## config.mk

```make
export PLATFORM = sky130hd
export DESIGN_NAME = vec_pack
export DESIGN_NICKNAME = d
export VERILOG_FILES = /design/src/rtl/fifo_math_pkg.sv /design/src/rtl/vec_pack.sv
export SDC_FILE = /design/constraint.sdc
export NUM_CORES = 1
export LEC_CHECK = 0
export CORE_ASPECT_RATIO = 0.75
export CORE_MARGIN = 5
export CORE_UTILIZATION = 32
export CTS_BUF_LIST = sky130_fd_sc_hd__clkbuf_4
export DETAILED_ROUTE_END_ITERATION = 12
export SYNTH_ARGS = -nofsm -noshare
export SYNTH_HDL_FRONTEND = slang
export SYNTH_SLANG_ARGS = --single-unit
```

## constraint.sdc

```tcl
create_clock -name clock -period 7.93 [get_ports clock]
set_input_delay 1.586 -clock clock [delete_from_list [all_inputs] [get_ports clock]]
set_output_delay 1.586 -clock clock [all_outputs]
set_load 0.1 [all_outputs]
```

## src/rtl/fifo_math_pkg.sv

```systemverilog
// -----------------------------------------------------------------------------
// fifo_math_pkg
// Shared constants and types for the fifo_math vector blocks.
//   DATA_WIDTH : width of one Q-format element
//   ARRAY_SIZE : default number of elements per vector
//   Q_BITS     : fractional bits of the Q format (used for printing only)
//   vec_t      : one vector; element k occupies bits [k*DATA_WIDTH +: DATA_WIDTH]
// -----------------------------------------------------------------------------
package fifo_math_pkg;

   localparam int DATA_WIDTH = 32;
   localparam int ARRAY_SIZE = 3;
   localparam int Q_BITS     = 10;

   // Element-major packing so that vec[k] selects a whole element.
   typedef logic [ARRAY_SIZE-1:0][DATA_WIDTH-1:0] vec_t;

endpackage

```

## src/rtl/vec_pack.sv

```systemverilog
// -----------------------------------------------------------------------------
// vec_pack
// Pops scalars from a first-word-fall-through FIFO and groups every ARRAY_SIZE
// consecutive words into one vector, written into a downstream vector FIFO
// through a one-slot output register.
//
// Ports:
//   flush     in   pad and emit the partial vector (only with VEC_PACK_FLUSH_EN)
//   clock     in   system clock, rising edge
//   reset     in   asynchronous active-high reset
//   in        in   scalar FIFO head word, valid while in_empty=0
//   in_empty  in   scalar FIFO empty
//   in_rd_en  out  scalar FIFO pop (combinational)
//   out_din   out  vector to downstream FIFO, element 0 = first word popped
//   out_wr_en out  downstream write strobe (combinational)
//   out_full  in   downstream FIFO full
//
// Optional build macro: VEC_PACK_FLUSH_EN adds the flush input.
// -----------------------------------------------------------------------------
module vec_pack #(
   parameter int DATA_WIDTH = fifo_math_pkg::DATA_WIDTH,
   parameter int ARRAY_SIZE = fifo_math_pkg::ARRAY_SIZE
) (
`ifdef VEC_PACK_FLUSH_EN
   input  logic                                  flush,
`endif
   input  logic                                  clock,
   input  logic                                  reset,
   input  logic [DATA_WIDTH-1:0]                 in,
   input  logic                                  in_empty,
   output logic                                  in_rd_en,
   output logic [ARRAY_SIZE-1:0][DATA_WIDTH-1:0] out_din,
   output logic                                  out_wr_en,
   input  logic                                  out_full
);
   import fifo_math_pkg::*;

   localparam int IDX_W = (ARRAY_SIZE > 1) ? $clog2(ARRAY_SIZE) : 1;
   localparam logic [IDX_W-1:0] LAST_IDX = IDX_W'(ARRAY_SIZE - 1);

   typedef logic [ARRAY_SIZE-1:0][DATA_WIDTH-1:0] pvec_t;

   pvec_t            r_asm_buf;
   pvec_t            r_out_buf;
   logic [IDX_W-1:0] r_idx;
   logic             r_out_valid;

   logic  w_last;
   logic  w_stall;
   logic  w_pop;
   logic  w_complete;
   logic  w_accum;
   logic  w_load;
   pvec_t w_complete_vec;
   pvec_t w_load_vec;

   assign out_wr_en = r_out_valid & ~out_full;
   assign out_din   = r_out_buf;

   // Only the completing pop needs the slot; earlier words park in r_asm_buf,
   // so popping continues under backpressure until the vector is one short.
   assign w_last     = (r_idx == LAST_IDX);
   assign w_stall    = w_last & r_out_valid & ~out_wr_en;
   assign w_pop      = ~in_empty & ~w_stall & ~reset;
   assign in_rd_en   = w_pop;
   assign w_complete = w_pop & w_last;
   assign w_accum    = w_pop & ~w_last;

   // Completed vector: the incoming word becomes the top element.
   generate
      for (genvar gi = 0; gi < ARRAY_SIZE; gi++) begin : g_complete
         if (gi == ARRAY_SIZE - 1) begin : g_tail
            assign w_complete_vec[gi] = in;
         end else begin : g_body
            assign w_complete_vec[gi] = r_asm_buf[gi];
         end
      end
   endgenerate

`ifdef VEC_PACK_FLUSH_EN
   logic  w_flush_go;
   pvec_t w_flush_vec;

   // Flush emits a partial vector; it is ignored at idx=0 or on a completing
   // pop, and waits like a completing pop while the slot is held.
   assign w_flush_go = flush & (r_idx != '0) & ~w_complete
                       & ~(r_out_valid & ~out_wr_en);

   // Kept elements below idx, the word popped this cycle at idx, zeros above.
   always_comb begin
      w_flush_vec = '0;
      for (int k = 0; k < ARRAY_SIZE; k++) begin
         if (IDX_W'(k) < r_idx) begin
            w_flush_vec[k] = r_asm_buf[k];
         end else if ((IDX_W'(k) == r_idx) && w_pop) begin
            w_flush_vec[k] = in;
         end
      end
   end

   assign w_load     = w_complete | w_flush_go;
   assign w_load_vec = w_complete ? w_complete_vec : w_flush_vec;
`else
   assign w_load     = w_complete;
   assign w_load_vec = w_complete_vec;
`endif

   always_ff @(posedge clock or posedge reset) begin
      if (reset) begin
         r_asm_buf <= '0;
      end else begin
         for (int k = 0; k < ARRAY_SIZE; k++) begin
            if (w_accum && (r_idx == IDX_W'(k))) begin
               r_asm_buf[k] <= in;
            end
         end
      end
   end

   always_ff @(posedge clock or posedge reset) begin
      if (reset) begin
         r_idx       <= '0;
         r_out_valid <= 1'b0;
         r_out_buf   <= '0;
      end else if (w_load) begin
         // Refill wins over a same-cycle write of the old contents: no bubble.
         r_out_buf   <= w_load_vec;
         r_out_valid <= 1'b1;
         r_idx       <= '0;
      end else begin
         if (out_wr_en) begin
            r_out_valid <= 1'b0;
         end
         if (w_accum) begin
            r_idx <= r_idx + 1'b1;
         end
      end
   end

endmodule
```

==> metrics <==
status=finished, final reports clean; r2r setup slk=approximately 5300 ps; DR WL met2=5780 µm; worst rel slew slack=0.323; initial antenna violation count=0; register area share after synthesis=0.657; first-pass GRT wire length=20000 µm; Final #Nets=529; Period minus WS final=5310 ps; max-cap violation count=0; # DRC=0; Yosys reg bits=around 160; CP required=6340 ps; Metal-1 WL=5600 µm; maximum clock rate=188 MHz; Area contributors post-synth=dfrtp_1 (66%), mux2_2 (23%), mux2_4 (7.0%); Final TNS setup=0 ps; fin crit share=0.670; Async SR Flop Fraction=1.00; Synth Flop Type=dfrtp_1; Iter 0 DRT Violations=138; PortBufs=133; crit path kind=input port to output pin; largest family of logic cells by synthesized area=multiplexers; simple-gate share of the synthesized area=0.0139; overall routing resource usage=0.116; Post-synth EDFFs=0; Synth-to-Final Area Change=30.2%; Mapped Cells=353; worst r2r src=r_idx[1]; Die ar.=22300 µm²; routed wl met3=767 µm; Synth top area share=0.657; postcts setup bufs=0; R2R cell count=4; maximum fanout along the worst path=6; worst hold start=r_asm_buf[62]; CTS tree=done; Sink Count=163; Worst setup SP type=input port; vias post-DR=3393; top-count cell post-synth=dfrtp_1; Distinct cells, synth=18; detailed placement HPWL=approximately 8000 µm; Slew Viols, Final=0; critical register-to-register path endpoint=out_din[67]; diode count=0; Synth Warn #=0; CTS max path bufs=2; ratio of cells with drive above 1 in the final layout=0.385; core area=19200 µm²; Vias/cell=4.47; root buffer cell=clkbuf_4; adder-cell area share of the yosys netlist=0; Slew @ Worst Pin=between 1000 and 1500 ps; Die X=between 150 and 200 µm; post-synth top area cell=dfrtp_1; first-pass iteration count of the detailed router=3; worst hold path depth=1; Post-Syn Nets=389; num rows=44; average footprint of a synthesized cell=17.6 µm²; uppermost routed layer=met4; vias in the first global route=3768; starting density of the core=0.323; largest net degree at the start of global routing=100; H-tree depth=4; HP Class=flip-flop to flip-flop; Die H=roughly 130 µm; cts hold-fix bufs=0; most instantiated cells after synthesis=dfrtp_1 (163), mux2_2 (128), mux2_4 (29); Post-CTS Resized=0; Setup-failing EPs final=0; mux share of post-synthesis cell area=0.308; worst skew pair latency=530 ps; crit end category=output pin; IO Count=about 130; Synth Area in Compound Gates=0.00423; Final ANT Viol Nets=0; gr ovfl total=0; final hold violation count=0; unrepaired setup endpoints after global routing=no; Hold EP=out_din[62]; routability congestion estimate=0.757; Wirelength per Cell=16.2 µm; clk_skew=18.4 ps; CP Data Arrival Time=3730 ps; XOR/XNOR Fraction of Synth Area=0; Inserted Clock Buffers=17; Detailed Route WL=12300 µm; Clock Pin Slew Worst Setup and Hold Paths=between 100 and 150 ps; synthesized cell area=6210 µm²
-- worst max-delay path: stages --
cell and delay (ps):
clkdlybuf4s50_1 610, a311oi_1 340, clkdlybuf4s50_1 1180
-- registers in the layout, indices dropped and copies added, names as in the netlist --
name	flops
r_out_valid	1
out_din	96
r_asm_buf	64
r_idx	2
-- how the worst max path moves through the flow --
stage           from         end  slack [ps]
3_3_place_gp   reset    in_rd_en        2640
4_1_cts        reset    in_rd_en        2610
3_5_place_dp   reset    in_rd_en        2610
5_1_grt        reset    in_rd_en        2560
6_report       reset    in_rd_en        2620
2_1_floorplan  reset  out_din[0]        1940
-- cells in the final DEF, fill, tap and decap left out --
cell type	instances
nor4_4	1
nor2b_1	1
clkinv_4	3
nor2_1	1
o21ai_0	2
bufinv_16	2
dfrtp_1	163
and2b_1	1
inv_8	1
clkinv_2	1
mux2_1	3
nand3_4	1
a311oi_1	1
mux2_2	128
clkinv_1	2
clkinvlp_4	1
nor4b_4	1
nand2_1	2
a21o_1	1
nand2b_1	1
buf_4	4
inv_6	5
clkbuf_4	18
clkdlybuf4s50_1	133
mux2_4	29
-- metrics by stage --
stage | instance area [µm²] | setup WS, ps | util | instances | hold slack, ps
after global placement | 7800 | 2640 | 0.406 | 727 | 468
after detailed placement | 7800 | 2610 | 0.406 | 727 | 476
final | 8080 | 2620 | 0.421 | 759 | 497
after CTS | 8080 | 2610 | 0.421 | 759 | 505
after global routing | 8080 | 2560 | 0.421 | 759 | 517
after floorplan | 6210 | 1940 | - | 353 | 454
-- layout make-up --
class	count	area [µm²]
fillers	1736	11100
flip-flops and latches	163	4080
multi-input cells	173	2030
repair buffers	137	1360
well taps	253	317
clock inverters	14	153
clock buffers	18	135
inverters	1	8.76
-- cell families after synthesis --
group / Yosys count
flip-flops: 163
multiplexers: 160
AO/OA/AOI/OAI: 4
buffers and inverters: 17
AND/OR/NAND/NOR: 9
-- per-layer routing --
| layer | vias up | GRT usage |
|---|---|---|
| met5 | - | 0 |
| met4 | 0 | 0.0419 |
| met3 | 15 | 0.0436 |
| met2 | 78 | 0.181 |
| met1 | 1759 | 0.149 |
| li1 | 1541 | - |
Power is not shown: default switching activity piles up to over one toggle a cycle in this logic, so the estimate is an artifact.
